[src/rtl/audio_pkg.sv]
// ---------------------------------------------------------------------------
// audio_pkg
// Shared types and constants for the audio upsampler slice.
//   sample_t      signed 16-bit two's-complement PCM sample
//   dac_word_t    unsigned 16-bit offset-binary word for the delta-sigma DAC
//   DAC_MIDSCALE  DAC word representing a zero-level sample
//   VOL_W         width of the volume code
// ---------------------------------------------------------------------------
package audio_pkg;

    localparam int SAMPLE_W = 16;
    localparam int VOL_W    = 4;

    typedef logic signed [SAMPLE_W-1:0] sample_t;
    typedef logic        [SAMPLE_W-1:0] dac_word_t;

    localparam dac_word_t DAC_MIDSCALE = 16'h8000;

    // Two's complement to excess-2^15: flipping the sign bit shifts the
    // range from [-32768, 32767] to [0, 65535].
    function automatic dac_word_t to_offset_binary(input sample_t s);
        return {~s[SAMPLE_W-1], s[SAMPLE_W-2:0]};
    endfunction

endpackage

[src/rtl/audio_upsampler_fifo.sv]
// ---------------------------------------------------------------------------
// sample_fifo
// Synchronous FIFO of signed PCM samples between the producer and the
// sample-rate output stage.
// Parameters:
//   DEPTH    number of entries (power of two, minimum 2)
// Ports:
//   Clk      clock, all state updates on the rising edge
//   Reset    synchronous active-high reset, empties the FIFO
//   push     write wr_data this cycle (ignored while full)
//   wr_data  sample to write
//   pop      remove the oldest entry this cycle (ignored while empty)
//   rd_data  oldest entry (valid whenever empty is 0)
//   full     occupancy equals DEPTH
//   empty    occupancy equals 0
// ---------------------------------------------------------------------------
module sample_fifo
    import audio_pkg::*;
#(
    parameter int DEPTH = 8
) (
    input  logic    Clk,
    input  logic    Reset,
    input  logic    push,
    input  sample_t wr_data,
    input  logic    pop,
    output sample_t rd_data,
    output logic    full,
    output logic    empty
);

    localparam int          AW         = $clog2(DEPTH);
    localparam logic [AW:0] FULL_COUNT = (AW+1)'(DEPTH);

    sample_t       mem_q [DEPTH];
    sample_t       mem_d [DEPTH];
    logic [AW-1:0] wr_ptr_q, wr_ptr_d;
    logic [AW-1:0] rd_ptr_q, rd_ptr_d;
    logic [AW:0]   count_q, count_d;
    logic          push_ok;
    logic          pop_ok;

    assign full    = (count_q == FULL_COUNT);
    assign empty   = (count_q == '0);
    assign push_ok = push && !full;
    assign pop_ok  = pop && !empty;
    assign rd_data = mem_q[rd_ptr_q];

    // Pointers wrap naturally because DEPTH is a power of two; the extra
    // count bit distinguishes full from empty.
    always_comb begin
        mem_d    = mem_q;
        wr_ptr_d = wr_ptr_q;
        rd_ptr_d = rd_ptr_q;
        count_d  = count_q;
        if (push_ok) begin
            mem_d[wr_ptr_q] = wr_data;
            wr_ptr_d        = wr_ptr_q + AW'(1);
        end
        if (pop_ok) begin
            rd_ptr_d = rd_ptr_q + AW'(1);
        end
        case ({push_ok, pop_ok})
            2'b10:   count_d = count_q + (AW+1)'(1);
            2'b01:   count_d = count_q - (AW+1)'(1);
            default: count_d = count_q;
        endcase
    end

    always_ff @(posedge Clk) begin
        if (Reset) begin
            wr_ptr_q <= '0;
            rd_ptr_q <= '0;
            count_q  <= '0;
        end else begin
            wr_ptr_q <= wr_ptr_d;
            rd_ptr_q <= rd_ptr_d;
            count_q  <= count_d;
        end
    end

    // Storage needs no reset: stale entries are unreachable once the
    // pointers and count are cleared.
    always_ff @(posedge Clk) begin
        mem_q <= mem_d;
    end

endmodule

[src/rtl/audio_upsampler.sv]
// ---------------------------------------------------------------------------
// audio_upsampler
// Buffers PCM samples, releases one per output sample period, applies a
// 4-bit volume and produces the offset-binary word for a delta-sigma DAC.
// Build option:
//   AUDIO_UPSAMPLER_INTERP_EN  defined   -> linear ramp between samples
//                              undefined -> zero-order hold
// Parameters:
//   DEPTH     sample FIFO depth (power of two, minimum 2)
//   DIV_LOG2  log2 of Clk cycles per output sample period
// Ports:
//   Clk       clock
//   Reset     synchronous active-high reset
//   s_data    signed PCM sample input
//   s_valid   s_data valid this cycle
//   s_ready   a sample is accepted this cycle (FIFO not full)
//   vol       volume code, gain = (vol+1)/16
//   dac_data  registered offset-binary DAC word
//   tick      one-cycle pulse at each sample-period boundary
//   underrun  one-cycle pulse on a tick that finds the FIFO empty
// ---------------------------------------------------------------------------
module audio_upsampler
    import audio_pkg::*;
#(
    parameter int DEPTH    = 8,
    parameter int DIV_LOG2 = 10
) (
    input  logic             Clk,
    input  logic             Reset,
    input  logic [15:0]      s_data,
    input  logic             s_valid,
    output logic             s_ready,
    input  logic [VOL_W-1:0] vol,
    output logic [15:0]      dac_data,
    output logic             tick,
    output logic             underrun
);

    logic [DIV_LOG2-1:0] cnt_q, cnt_d;
    sample_t             cur_q, cur_d;
    dac_word_t           dac_q, dac_d;

    logic                fifo_full;
    logic                fifo_empty;
    sample_t             fifo_rd_data;
    logic                push;
    logic                pop;

    sample_t             level;
    logic signed [20:0]  gain;
    logic signed [20:0]  prod;
    sample_t             scaled;

`ifdef AUDIO_UPSAMPLER_INTERP_EN
    localparam int ACC_W = 17 + DIV_LOG2;

    sample_t                  nxt_q, nxt_d;
    logic signed [ACC_W-1:0]  acc_q, acc_d;
    logic signed [16:0]       ramp_step;
`endif

    assign tick     = &cnt_q;
    assign s_ready  = !fifo_full;
    assign push     = s_valid && s_ready;
    assign pop      = tick && !fifo_empty;
    assign underrun = tick && fifo_empty;
    assign dac_data = dac_q;

    sample_fifo #(
        .DEPTH(DEPTH)
    ) u_fifo (
        .Clk    (Clk),
        .Reset  (Reset),
        .push   (push),
        .wr_data(s_data),
        .pop    (pop),
        .rd_data(fifo_rd_data),
        .full   (fifo_full),
        .empty  (fifo_empty)
    );

`ifdef AUDIO_UPSAMPLER_INTERP_EN
    // Over one period acc sums (nxt-cur) once per non-tick cycle, so the
    // level walks from cur towards nxt and lands on nxt at the next tick,
    // when cur takes over nxt's value and acc restarts.
    always_comb begin
        cnt_d     = cnt_q + DIV_LOG2'(1);
        cur_d     = cur_q;
        nxt_d     = nxt_q;
        acc_d     = acc_q;
        ramp_step = $signed({nxt_q[15], nxt_q}) - $signed({cur_q[15], cur_q});
        if (tick) begin
            cur_d = nxt_q;
            acc_d = '0;
            if (pop) begin
                nxt_d = fifo_rd_data;
            end
        end else begin
            acc_d = acc_q + $signed({{DIV_LOG2{ramp_step[16]}}, ramp_step});
        end
        level = 16'($signed({{(DIV_LOG2+1){cur_q[15]}}, cur_q}) + (acc_q >>> DIV_LOG2));
    end
`else
    // Zero-order hold: the popped sample is held for the whole period and
    // the previous one is kept when the FIFO runs dry.
    always_comb begin
        cnt_d = cnt_q + DIV_LOG2'(1);
        cur_d = cur_q;
        if (pop) begin
            cur_d = fifo_rd_data;
        end
        level = cur_q;
    end
`endif

    // Gain (vol+1)/16 never exceeds unity, so the 21-bit product shifted
    // down by 4 always fits back into 16 bits without clipping.
    always_comb begin
        gain   = {16'd0, ({1'b0, vol} + 5'd1)};
        prod   = {{5{level[15]}}, level} * gain;
        scaled = 16'(prod >>> 4);
        dac_d  = to_offset_binary(scaled);
    end

    always_ff @(posedge Clk) begin
        if (Reset) begin
            cnt_q <= '0;
            cur_q <= '0;
            dac_q <= DAC_MIDSCALE;
        end else begin
            cnt_q <= cnt_d;
            cur_q <= cur_d;
            dac_q <= dac_d;
        end
    end

`ifdef AUDIO_UPSAMPLER_INTERP_EN
    always_ff @(posedge Clk) begin
        if (Reset) begin
            nxt_q <= '0;
            acc_q <= '0;
        end else begin
            nxt_q <= nxt_d;
            acc_q <= acc_d;
        end
    end
`endif

endmodule

[config.mk]
export PLATFORM = sky130hd
export DESIGN_NAME = audio_upsampler
export DESIGN_NICKNAME = d
export VERILOG_FILES = /design/src/rtl/audio_pkg.sv /design/src/rtl/audio_upsampler_fifo.sv /design/src/rtl/audio_upsampler.sv
export SDC_FILE = /design/constraint.sdc
export NUM_CORES = 1
export LEC_CHECK = 0
export CORE_UTILIZATION = 60
export DETAILED_ROUTE_END_ITERATION = 10
export GPL_ROUTABILITY_DRIVEN = 1
export PLACE_DENSITY = 0.82
export REMOVE_ABC_BUFFERS = 1
export SETUP_SLACK_MARGIN = 0.02
export SYNTH_ARGS = -nofsm -noshare
export SYNTH_HDL_FRONTEND = slang
export SYNTH_HIERARCHICAL = 1
export SYNTH_SLANG_ARGS = --single-unit
[constraint.sdc]
create_clock -name Clk -period 7.4 [get_ports Clk]
set_input_delay 1.48 -clock Clk [delete_from_list [all_inputs] [get_ports Clk]]
set_output_delay 1.48 -clock Clk [all_outputs]
set_load 0.05 [all_outputs]
=== Word-level counts from Yosys, hierarchy flattened ===
Cells that the tools add are included.

* Register bits after elaboration: 180
* Bits of input ports: 23
* Word-level logic and storage cells: 48

* Add/sub/neg operators: 6
* Multipliers: 1
* Magnitude comparators: 3
* Equal/unequal tests: 3
* Mux-type cells: 7
* Bitwise gates (word level): 3
* Reduce and logical (&&, ||, !) cells: 11

{| class="wikitable"
|+ Operator list
! kind !! count
|-
| $bwmux 128 || 1
|-
| $bmux 16 s3 || 1
|-
| $demux 16 s3 || 1
|-
| $mux 16 || 3
|-
| $mul 16x6->20 || 1
|-
| $add 10x1->10 const B || 1
|-
| $reduce_and 10->1 || 1
|-
| $ge 4x4->1 const B || 2
|-
| $not 3->4 || 2
|-
| $pmux 4 s2 || 1
|-
| $add 3x1->3 const B || 2
|-
| $logic_and 1x1->1 || 6
|-
| $add 4x1->5 const B || 1
|-
| $add 4x1->4 const B || 1
|-
| $eq 4x4->1 const B || 1
|-
| $logic_not 4->1 || 1
|-
| $lt 4x1->1 const B || 1
|-
| $sub 4x1->4 const B || 1
|-
| $eq 2x1->1 const B || 1
|-
| $eq 2x2->1 const B || 1
|-
| $logic_not 1->1 || 2
|-
| $reduce_bool 2->1 || 1
|-
| $not 1->1 || 1
|}

=== Depth between registers and ports, before layout ===
Gate-level depths: netlist (run 1).

* Depth after elaboration: 6
* Depth in mapped cells: 17
* Gate-level depth less buffers: 16

=== Cells and area by module ===
Netlist (run 1), hierarchy kept.

{| class="wikitable"
|+ By module, submodules not included
! module !! instances !! cells an instance !! area an instance (µm²) !! sequential area each (µm²)
|-
| sample_fifo || 1 || 256 || 5,491.5 || 4,043.9
|-
| audio_upsampler || 1 || 479 || 4,125.2 || 840.8
|}

=== Worst setup path before layout (run 1) ===
No wires, ideal clock.

* Path kind: input to register
* Start: input port vol[0]
* End: register dac_q[12], in the netlist dac_data[12]
* Library setup time: 0.121 ns
* Data arrival time: 5.482 ns
* Required time: 7.279 ns
* Slack: 1.797 ns
* Stages on the path: 16
* Buffers on the path: 1
* Cells stage by stage: ha_1 -> xor2_1 -> clkbuf_1 -> and2_1 -> fa_1 -> fa_1 -> inv_1 -> fa_1 -> inv_1 -> ha_1 -> a21o_1 -> a21o_1 -> a221oi_1 -> o21ai_2 -> a31oi_1 -> mux2_2

* Longest elaborated chain between the ends: 2

{| class="wikitable"
|+ Ends and longest elaborated chain
! what !! line !! text
|-
| from (decl) || audio_upsampler.sv:33 || <nowiki>input logic [VOL_W-1:0] vol,</nowiki>
|-
| $add 4x1->5 || audio_upsampler.sv:119 || <nowiki>gain = {16'd0, ({1'b0, vol} + 5'd1)};</nowiki>
|-
| $mul 16x6->20 || audio_upsampler.sv:120 || <nowiki>prod = {{5{level[15]}}, level} * gain;</nowiki>
|-
| to (signal assigned) || audio_upsampler.sv:129 || <nowiki>dac_q <= DAC_MIDSCALE;</nowiki>
|-
| to (signal assigned) || audio_upsampler.sv:133 || <nowiki>dac_q <= dac_d;</nowiki>
|-
| to (decl) || audio_upsampler.sv:41 || <nowiki>dac_word_t dac_q, dac_d;</nowiki>
|}

No other way between the ends.
A chain may end at the register's enable or synchronous reset.

=== Worst setup path after layout (run 1) ===
* Start: input port vol[0]
* End: register dac_q[13], in the netlist dac_data[13]

The elaborated chain is that of the path after synthesis.

==> results of run 1 <==
[layout make-up]
class / count / share of cell area [%]
well taps: 211 / 2.436
clock buffers: 18 / 3.960
inverters: 85 / 2.955
repair buffers: 46 / 4.087
clock inverters: 13 / 1.582
flip-flops and latches: 180 / 45.08
multi-input cells: 442 / 39.90
[synth_stat cells (4+ instances only)]
cell	n
edfxtp_1	128
inv_1	84
dfxtp_1	52
fa_1	47
nand2_1	45
and2_1	44
ha_1	40
nor2_1	34
nor2b_1	34
a21oi_1	33
mux4_1	25
mux2_2	18
clkbuf_1	15
nand3_1	15
xor2_1	15
xnor2_1	12
a21o_1	9
nor3_1	8
mux4_2	7
and3_1	6
buf_2	5
nand2b_1	5
o21ai_0	5
buf_6	4
or3_1	4
[cell usage in the layout (no fill, tap or decap), types with 3 or more instances in the layout]
master and instances:
nor2_2 3, ha_1 40, a21oi_1 33, xnor2_1 12
nor2b_1 34, inv_1 84, and3_1 6, clkbuf_16 17
o21a_1 3, mux2_2 18, mux4_1 25, xor2_1 15
nor3_4 4, buf_4 5, nand3_1 15, a21o_1 9
clkdlybuf4s50_1 40, or3_1 4, a211oi_1 3, dfxtp_1 51
fa_1 47, mux4_2 7, nor3_1 4, nor2_1 31
edfxtp_1 128, nand2b_1 5, nand2_1 45, bufinv_16 3
and2_1 44, inv_6 3, o21ai_0 5
[registers in the layout, summed over array words and instances (netlist names)]
register and count:
cnt_q 10, cur_q 16, dac_data 16, u_fifo/count_q 4, u_fifo/mem_q 128, u_fifo/rd_ptr_q 3, u_fifo/wr_ptr_q 3
[worst max-delay path: stages]
cell             delay [ns]
clkdlybuf4s50_1        0.55
ha_1                   0.31
xor2_1                 0.19
buf_4                  0.20
and2_1                 0.19
fa_1                   0.50
fa_1                   0.49
inv_1                  0.05
fa_1                   0.53
inv_1                  0.04
ha_1                   0.35
a21o_1                 0.24
a221oi_2               0.43
a21oi_2                0.13
a41oi_2                0.28
o21ai_2                0.09
mux2_4                 0.30
[layer usage]
layer | wire [um] | vias up
met3 | 712 | 34
met2 | 9083 | 131
met1 | 7326 | 2777
met4 | 388 | 0
li1 | - | 2643
met5 | 0 | -
[through the flow]
| step | util (%) | cell area [um^2] |
|---|---|---|
| 2_1_floorplan | - | 9470 |
| 3_3_place_gp | 66.36 | 10240 |
| 3_5_place_dp | 66.36 | 10240 |
| 4_1_cts | 70.25 | 10840 |
| 5_1_grt | 70.25 | 10840 |
| 6_report | 70.25 | 10840 |
[power by group through the flow]
| stage | combinational (W) | clock [W] | sequential [W] |
|---|---|---|---|
| 2_1_floorplan | 0.0000365 | 0 | 0.00113 |
| 4_1_cts | 0.0000815 | 0.000928 | 0.00111 |
| 3_3_place_gp | 0.0000764 | 0 | 0.00113 |
| 5_1_grt | 0.0000880 | 0.000967 | 0.00111 |
| 3_5_place_dp | 0.0000805 | 0 | 0.00113 |
| 6_report | 0.0000813 | 0.000913 | 0.00111 |
[cells by family (layout without fill, tap and decap cells)]
group | count (synthesis) | in the layout
DFF | 180 | 180
xor gates and xnor gates | 27 | 27
AOI/OAI and AO/OA | 70 | 70
buffers and inverters | 113 | 162
muxes | 52 | 52
and+or+nand+nor | 206 | 206
adders and majority gates | 87 | 87
[final timing paths]
kind / start / to / slack [ns] / cells past startpoint
max: vol[0] / dac_data[13]$_SDFF_PP0_ / 1.37 / 17
min: cnt_q[0]$_SDFF_PP0_ / cnt_q[0]$_SDFF_PP0_ / 0.46 / 1
max reg2reg: cur_q[7]$_SDFFE_PP0P_ / dac_data[13]$_SDFF_PP0_ / 3.28 / 13
min reg2reg: cnt_q[0]$_SDFF_PP0_ / cnt_q[0]$_SDFF_PP0_ / 0.46 / 1
==> flow_metrics.env, run 1 <==
export IMPL_setup_viol_count_final=0
export IMPL_power_density_nw_per_um2=194.1
export IMPL_io_pins=42
export IMPL_ys_warn_count=6
export IMPL_cts_tree="done"
export IMPL_whs_ns=0.4627
export IMPL_muxShareOfSynthArea_pct=10.84
export IMPL_firstDrtPassIters=4
export IMPL_clkSinkCount=180
export IMPL_fp_coreArea_um2=15430
export IMPL_cts_reportedPaths_clkPinSlew_ns=0.07
export IMPL_gp_congestion=0.9311
export IMPL_ys_top_cells_by_area="edfxtp_1 40%, dfxtp_1 11%, fa_1 9.8%, mux4_1 6.8%, ha_1 5.2%"
export IMPL_p_leak_nw=4.205
export IMPL_use_met3_pct=4.782
export IMPL_drt_iter0_drc=291
export IMPL_hold_buffers=0
export IMPL_worstMarginPinSlew_ns=1.096
export IMPL_num_rows=45
export IMPL_routedWlPerCell_um=17.60
export IMPL_cts_max_path_buffers=2
export IMPL_cts_resized=0
export IMPL_yosysSeqAreaShare_pct=50.79
export IMPL_instances_no_fill=995
export IMPL_fmax_mhz=165.7
export IMPL_synth_compound_area_share_pct=4.853
export IMPL_async_reset_ff_share_pct=0
export IMPL_ant_nets=0
export IMPL_first_global_vias=5816
export IMPL_maxSlewHeadroom_pct=26.88
export IMPL_cts_buffers=17
export IMPL_syn_area_per_cell_um2=13.08
export IMPL_power_frac_clock_pct=43.4
export IMPL_num_antenna_cells=0
export IMPL_path_class="input pin to flop"
export IMPL_cts_setup_buffers=0
export IMPL_pwr_share_seq_pct=52.7
export IMPL_fin_worst_skew_ns=0.008289
export IMPL_antenna_found_initial=0
export IMPL_drv_cap=0
export IMPL_hold_viol=0
export IMPL_grt_pass1_wl_mm=28.79
export IMPL_synthAdderAreaFrac_pct=14.99
export IMPL_synth_top_area_share_pct=39.97
export IMPL_fp_dieW_um=128.6
export IMPL_drt_wl_total_mm=17.51
export IMPL_vias=5585
export IMPL_timing_final_crit_share_pct=81.55
export IMPL_arrival_ns=6.36
export IMPL_clock_latency_ns=0.43
export IMPL_post_route_min_period_ns=6.035
export IMPL_p_int_w=0.001667
export IMPL_switching_share_pct=20.73
export IMPL_final_setup_worst_slack_ns=1.365
export IMPL_dp_cells=964
export IMPL_clockRootBuffer="clkbuf_16"
export IMPL_rsz0062_at_grt="false"
export IMPL_synth_xor_area_share_pct=2.459
export IMPL_n_fill_cell=1046
export IMPL_synth_edf_count=128
export IMPL_seqCellArea_um2=4886
export IMPL_initial_utilization_pct=62.34
export IMPL_grt_overflow=0
export IMPL_drc=0
export IMPL_grt_use_total_pct=23.49
export IMPL_syn_area_um2=9617
export IMPL_ys_flop_type="edfxtp_1"
export IMPL_htreeDepth=4
export IMPL_area_growth_pct=12.70
export IMPL_nets=882
export IMPL_syn_inst=735
export IMPL_status="complete, no violations"
export IMPL_power_w=0.002103
export IMPL_busiest_layer="met2"
export IMPL_netSwitchingPower_w=0.0004361
export IMPL_ir_worst_vdd_mv=0.2789
export IMPL_place_hpwl_mm=11.67
export IMPL_worstPathRequired_ns=7.72
export IMPL_grt_use_met2_pct=41.24
export IMPL_synth_simple_gate_area_share_pct=11.22
export IMPL_synth_area_leader_cell="edfxtp_1"
export IMPL_start_kind="input pin"
export IMPL_gr_usage_met1_pct=28.52
export IMPL_portBuffers=41
export IMPL_tns_ns=0
export IMPL_synth_cell_types=57
export IMPL_grt_start_max_net_pins=56
export IMPL_synth_top_family_by_area="adder cells"
export IMPL_end_kind="flop"
export IMPL_ys_seq_elements=180
export IMPL_die_area_um2=16540
export IMPL_crit_path_max_fanout=15
export IMPL_die_height_um=128.6
export IMPL_drive_gt1_share_pct=10.46
export IMPL_drv_slew=0
export IMPL_place_ws_ns=0.9173
export IMPL_share_comb_of_total_power_pct=3.9
export IMPL_vias_per_cell=5.613
export IMPL_hold_path_class="flop to flop"
export IMPL_multi_input_area_um2=4324
Power figures use the tool's default switching activity.
==> run 2: changes to the inputs <==
clock period = 6.2 ns   (was 7.4 ns; I/O delays follow)
==> flow_metrics.env, run 2 (same netlist as run 1, synthesis figures left out) <==
export IMPL_status="complete, no violations"
export IMPL_final_cell_mix="128 x edfxtp_1, 84 x inv_1, 51 x dfxtp_1"
export IMPL_largest_reg_flops=128
export IMPL_path_class="input pin to flop"
export IMPL_io_pins=42
export IMPL_whs_ns=0.4781
export IMPL_p_leak_nw=4.226
export IMPL_start_kind="input pin"
export IMPL_drv_slew=0
export IMPL_grt_start_max_net_pins=56
export IMPL_hold_buffers=0
export IMPL_drive_gt1_share_pct=11.04
export IMPL_setup_viol_count_final=0
export IMPL_clkSinkCount=180
export IMPL_arrival_ns=5.88
export IMPL_die_height_um=128.6
export IMPL_cts_setup_buffers=0
export IMPL_drt_wl_total_mm=17.49
export IMPL_end_kind="flop"
export IMPL_cts_max_path_buffers=2
export IMPL_fin_worst_skew_ns=0.008979
export IMPL_n_fill_cell=1057
export IMPL_fp_dieW_um=128.6
export IMPL_nets=885
export IMPL_slowest_delay_ns=0.55
export IMPL_gp_congestion=0.9206
export IMPL_ant_nets=0
export IMPL_post_route_min_period_ns=5.568
export IMPL_cts_buffers=17
export IMPL_critPathSlowestCell="fa_1"
export IMPL_die_area_um2=16540
export IMPL_cpMostUsedCell="fa_1"
export IMPL_seqCellArea_um2=4886
export IMPL_regMostFlops="u_fifo/mem_q"
export IMPL_multi_input_area_um2=4324
export IMPL_firstDrtPassIters=4
export IMPL_vias_per_cell=5.584
export IMPL_htreeDepth=4
export IMPL_rsz0062_at_grt="false"
export IMPL_routedWlPerCell_um=17.51
export IMPL_path_cells="clkdlybuf4s50_1 -> ha_1 -> xor2_1 -> buf_4 -> and2_1 -> fa_1 -> inv_1 -> fa_1 -> fa_1 -> inv_1 -> ha_1 -> a21oi_1 -> o31ai_2 -> a221oi_1 -> o21ai_2 -> a31oi_1 -> mux2_2"
export IMPL_worstMarginPinSlew_ns=1.076
export IMPL_first_global_vias=5763
export IMPL_clock_latency_ns=0.42
export IMPL_clockRootBuffer="clkbuf_16"
export IMPL_grt_pass1_wl_mm=28.51
export IMPL_place_hpwl_mm=11.91
export IMPL_fp_coreArea_um2=15430
export IMPL_grt_use_total_pct=23.02
export IMPL_drv_cap=0
export IMPL_num_rows=45
export IMPL_maxSlewHeadroom_pct=28.20
export IMPL_crit_path_max_fanout=16
export IMPL_cts_tree="done"
export IMPL_cts_reportedPaths_clkPinSlew_ns=0.07
export IMPL_drc=0
export IMPL_power_density_nw_per_um2=230.2
export IMPL_worstPathRequired_ns=6.51
export IMPL_portBuffers=41
export IMPL_cts_resized=0
export IMPL_fmax_mhz=179.6
export IMPL_initial_utilization_pct=62.34
export IMPL_vias=5578
export IMPL_num_antenna_cells=0
export IMPL_drt_iter0_drc=312
export IMPL_ir_worst_vdd_mv=0.2668
export IMPL_hold_viol=0
export IMPL_antenna_found_initial=0
export IMPL_tns_ns=0
export IMPL_hold_path_class="flop to flop"
export IMPL_area_growth_pct=13.05
export IMPL_grt_overflow=0
export IMPL_layout_commonest_cell="edfxtp_1"
export IMPL_timing_final_crit_share_pct=89.80
==> run 2: changes by cell type in the layout (fill, tap and decap cells not counted) <==
cell	change
buf_4	+3
clkinv_4	+1
clkinv_8	+4
clkinvlp_4	-1
inv_8	+2
bufinv_16	-2
inv_6	-1
clkinv_2	-1
clkbuf_1	-1
==> run 2: layer usage <==
layer / track usage, % / part of all wire [%]
met5: 0 / 0
met4: 9.619 / 2.3
met3: 3.035 / 3.7
met2: 40.99 / 51
met1: 28.44 / 43
==> run 2: critical path, delay by kind of cell <==
family,cells,cell delay [ns]
buffers and inverters,4,0.77
xor gates and xnor gates,1,0.16
adders and majority gates,5,2.17
and+or+nand+nor,1,0.19
muxes,1,0.35
AOI/OAI and AO/OA,5,1.01
==> run 2: report_power, final <==
group	internal [W]	switching, W
Combinational	0.0000396	0.0000581
Sequential	0.00131	0.0000118
Clock	0.000580	0.000502
Total	0.00193	0.000572
==> run 2: final timing paths <==
| kind | from | to | slack (ns) | cells after the start |
|---|---|---|---|---|
| min | cnt_q[0]$_SDFF_PP0_ | cnt_q[0]$_SDFF_PP0_ | 0.48 | 1 |
| min reg2reg | cnt_q[0]$_SDFF_PP0_ | cnt_q[0]$_SDFF_PP0_ | 0.48 | 1 |
| max | vol[0] | dac_data[12]$_SDFF_PP0_ | 0.63 | 17 |
| max reg2reg | cur_q[8]$_SDFFE_PP0P_ | dac_data[13]$_SDFF_PP0_ | 2.18 | 13 |
==> run 2: cell type report <==
cell class	instances	area share, %
flip-flops and latches	180	44.94
clock inverters	15	1.715
clock buffers	17	3.913
inverters	85	2.946
well taps	211	2.428
multi-input cells	442	39.77
repair buffers	49	4.281
==> run 2: per-stage QoR <==
stage	total power, W	instances	util (%)	worst slack (ns)	instance area (um^2)
4_1_cts	0.002521	999	70.47	0.6503	10870
3_3_place_gp	0.001439	967	66.50	0.2290	10260
5_1_grt	0.002571	999	70.47	0.4633	10870
6_report	0.002503	999	70.47	0.6322	10870
2_1_floorplan	0.001389	707	-	0.7682	9470
3_5_place_dp	0.001447	967	66.50	0.1993	10260
==> run 3: changes to the inputs <==
CELL_PAD_IN_SITES_DETAIL_PLACEMENT = 0   (was not set)
CELL_PAD_IN_SITES_GLOBAL_PLACEMENT = 1   (was not set)
CORE_UTILIZATION = 51   (was 60)
PLACE_DENSITY = 0.84   (was 0.82)
==> flow_metrics.env, run 3 (same netlist as run 1, synthesis figures left out) <==
export IMPL_cts_setup_buffers=0
export IMPL_multi_input_area_um2=4324
export IMPL_grt_start_max_net_pins=56
export IMPL_gp_congestion=0.8417
export IMPL_drv_cap=0
export IMPL_drv_slew=0
export IMPL_post_route_min_period_ns=5.601
export IMPL_instances_no_fill=1016
export IMPL_rsz0062_at_grt="false"
export IMPL_grt_overflow=0
export IMPL_largest_reg_flops=128
export IMPL_drive_gt1_share_pct=10.93
export IMPL_clock_latency_ns=0.43
export IMPL_drt_wl_total_mm=16.45
export IMPL_fp_coreArea_um2=18210
export IMPL_final_util_pct=59.74
export IMPL_die_height_um=139.3
export IMPL_portBuffers=41
export IMPL_routedWlPerCell_um=16.19
export IMPL_hold_buffers=0
export IMPL_arrival_ns=5.91
export IMPL_maxSlewHeadroom_pct=28.12
export IMPL_rr_worst_depth=13
export IMPL_htreeDepth=4
export IMPL_firstDrtPassIters=4
export IMPL_ir_worst_vdd_mv=0.2870
export IMPL_finish_instance_area_um2=10880
export IMPL_drc=0
export IMPL_min_from="cnt_q[0]$_SDFF_PP0_"
export IMPL_worstReg2RegEnd="dac_data[13]$_SDFF_PP0_"
export IMPL_area_growth_pct=13.11
export IMPL_cts_resized=0
export IMPL_seqCellArea_um2=4885
export IMPL_placed_cell_area_um2=10270
export IMPL_grt_pass1_wl_mm=27.54
export IMPL_clockRootBuffer="clkbuf_16"
export IMPL_worstPathRequired_ns=6.51
export IMPL_final_cell_mix="128 x edfxtp_1, 84 x inv_1, 52 x dfxtp_1"
export IMPL_num_antenna_cells=0
export IMPL_ant_nets=0
export IMPL_timing_final_crit_share_pct=90.34
export IMPL_regMostFlops="u_fifo/mem_q"
export IMPL_initial_utilization_pct=52.81
export IMPL_hold_viol=0
export IMPL_cts_max_path_buffers=2
export IMPL_start_kind="input pin"
export IMPL_tns_ns=0
export IMPL_whs_endpoint="cnt_q[0]$_SDFF_PP0_"
export IMPL_cts_tree="done"
export IMPL_fmax_mhz=178.5
export IMPL_grt_use_total_pct=18.26
export IMPL_cts_reportedPaths_clkPinSlew_ns=0.07
export IMPL_reg2reg_slack_ns=2.10
export IMPL_place_hpwl_mm=11.11
export IMPL_vias_per_cell=5.374
export IMPL_vias=5460
export IMPL_first_global_vias=5587
export IMPL_fin_worst_skew_ns=0.01225
export IMPL_die_area_um2=19410
export IMPL_num_rows=49
export IMPL_holdPathStages=1
export IMPL_power_density_nw_per_um2=228.0
export IMPL_worstMarginPinSlew_ns=1.075
export IMPL_hold_path_class="flop to flop"
export IMPL_timing_rr_start="cur_q[8]$_SDFFE_PP0P_"
export IMPL_nets=884
export IMPL_fp_dieW_um=139.3
export IMPL_status="complete, no violations"
export IMPL_io_pins=42
export IMPL_dp_cells=984
export IMPL_p_leak_nw=4.211
export IMPL_antenna_found_initial=0
export IMPL_drt_iter0_drc=295
export IMPL_layout_commonest_cell="edfxtp_1"
export IMPL_clkSinkCount=180
export IMPL_end_kind="flop"
export IMPL_setup_viol_count_final=0
export IMPL_cts_buffers=17
export IMPL_n_fill_cell=1370
export IMPL_path_class="input pin to flop"
export IMPL_crit_path_max_fanout=16
run 3: cell count changes in the layout (fill, tap and decap cells not counted), sizes merged:
cell      previous run  this run
clkinvlp             1         3
bufinv               1         0
clkinv               8         7
buf                  9         8
run 3: worst max-delay path, stage by stage:
cell and delay [ns]:
clkdlybuf4s50_1 0.45, ha_1 0.24, xor2_1 0.17, buf_4 0.19
and2_1 0.18, fa_1 0.49, fa_1 0.49, inv_1 0.05
fa_1 0.52, inv_1 0.04, ha_1 0.37, and3_2 0.27
a221oi_2 0.40, a21oi_2 0.14, a41oi_2 0.28, o21ai_2 0.08
mux2_4 0.30
run 3: stage by stage:
| stage | hold WS [ns] | power (W) | setup WS, ns |
|---|---|---|---|
| finish | 0.4634 | 0.002480 | 0.5991 |
| floorplan | 0.4150 | 0.001389 | 0.7682 |
| detailed placement | 0.4481 | 0.001446 | 0.2208 |
| CTS | 0.4634 | 0.002508 | 0.6652 |
| global route | 0.4734 | 0.002560 | 0.4328 |
| global placement | 0.4275 | 0.001440 | 0.2605 |
run 3: worst max-delay path by stage:
stage / start / to / slack (ns) / cells after the start
global placement: vol[0] / dac_data[13]$_SDFF_PP0_ / 0.26 / 17
detailed placement: vol[1] / dac_data[13]$_SDFF_PP0_ / 0.22 / 17
CTS: vol[1] / dac_data[13]$_SDFF_PP0_ / 0.67 / 17
finish: vol[1] / dac_data[13]$_SDFF_PP0_ / 0.60 / 17
global route: vol[1] / dac_data[12]$_SDFF_PP0_ / 0.43 / 17
floorplan: vol[0] / dac_data[13]$_SDFF_PP0_ / 0.77 / 15
run 3: layer usage:
metal,GRT usage (%),wire (um),vias up
li1,-,-,2652
met1,23.20,7440,2681
met2,31.42,8257,104
met3,3.304,479,23
met4,6.550,274,0
met5,0,0,-
run 3: where the power goes:
group          switching [W]  internal (W)  leakage (nW)
sequential         0.0000112       0.00131          1.58
clock               0.000515      0.000546         0.284
combinational      0.0000579     0.0000388          2.34
run 3: area by class of cell:
cell class	count	area share, %
clock buffers	17	3.911
clock inverters	15	1.645
inverters	85	2.945
multi-input cells	442	39.75
flip-flops and latches	180	44.90
well taps	229	2.634
repair buffers	48	4.210
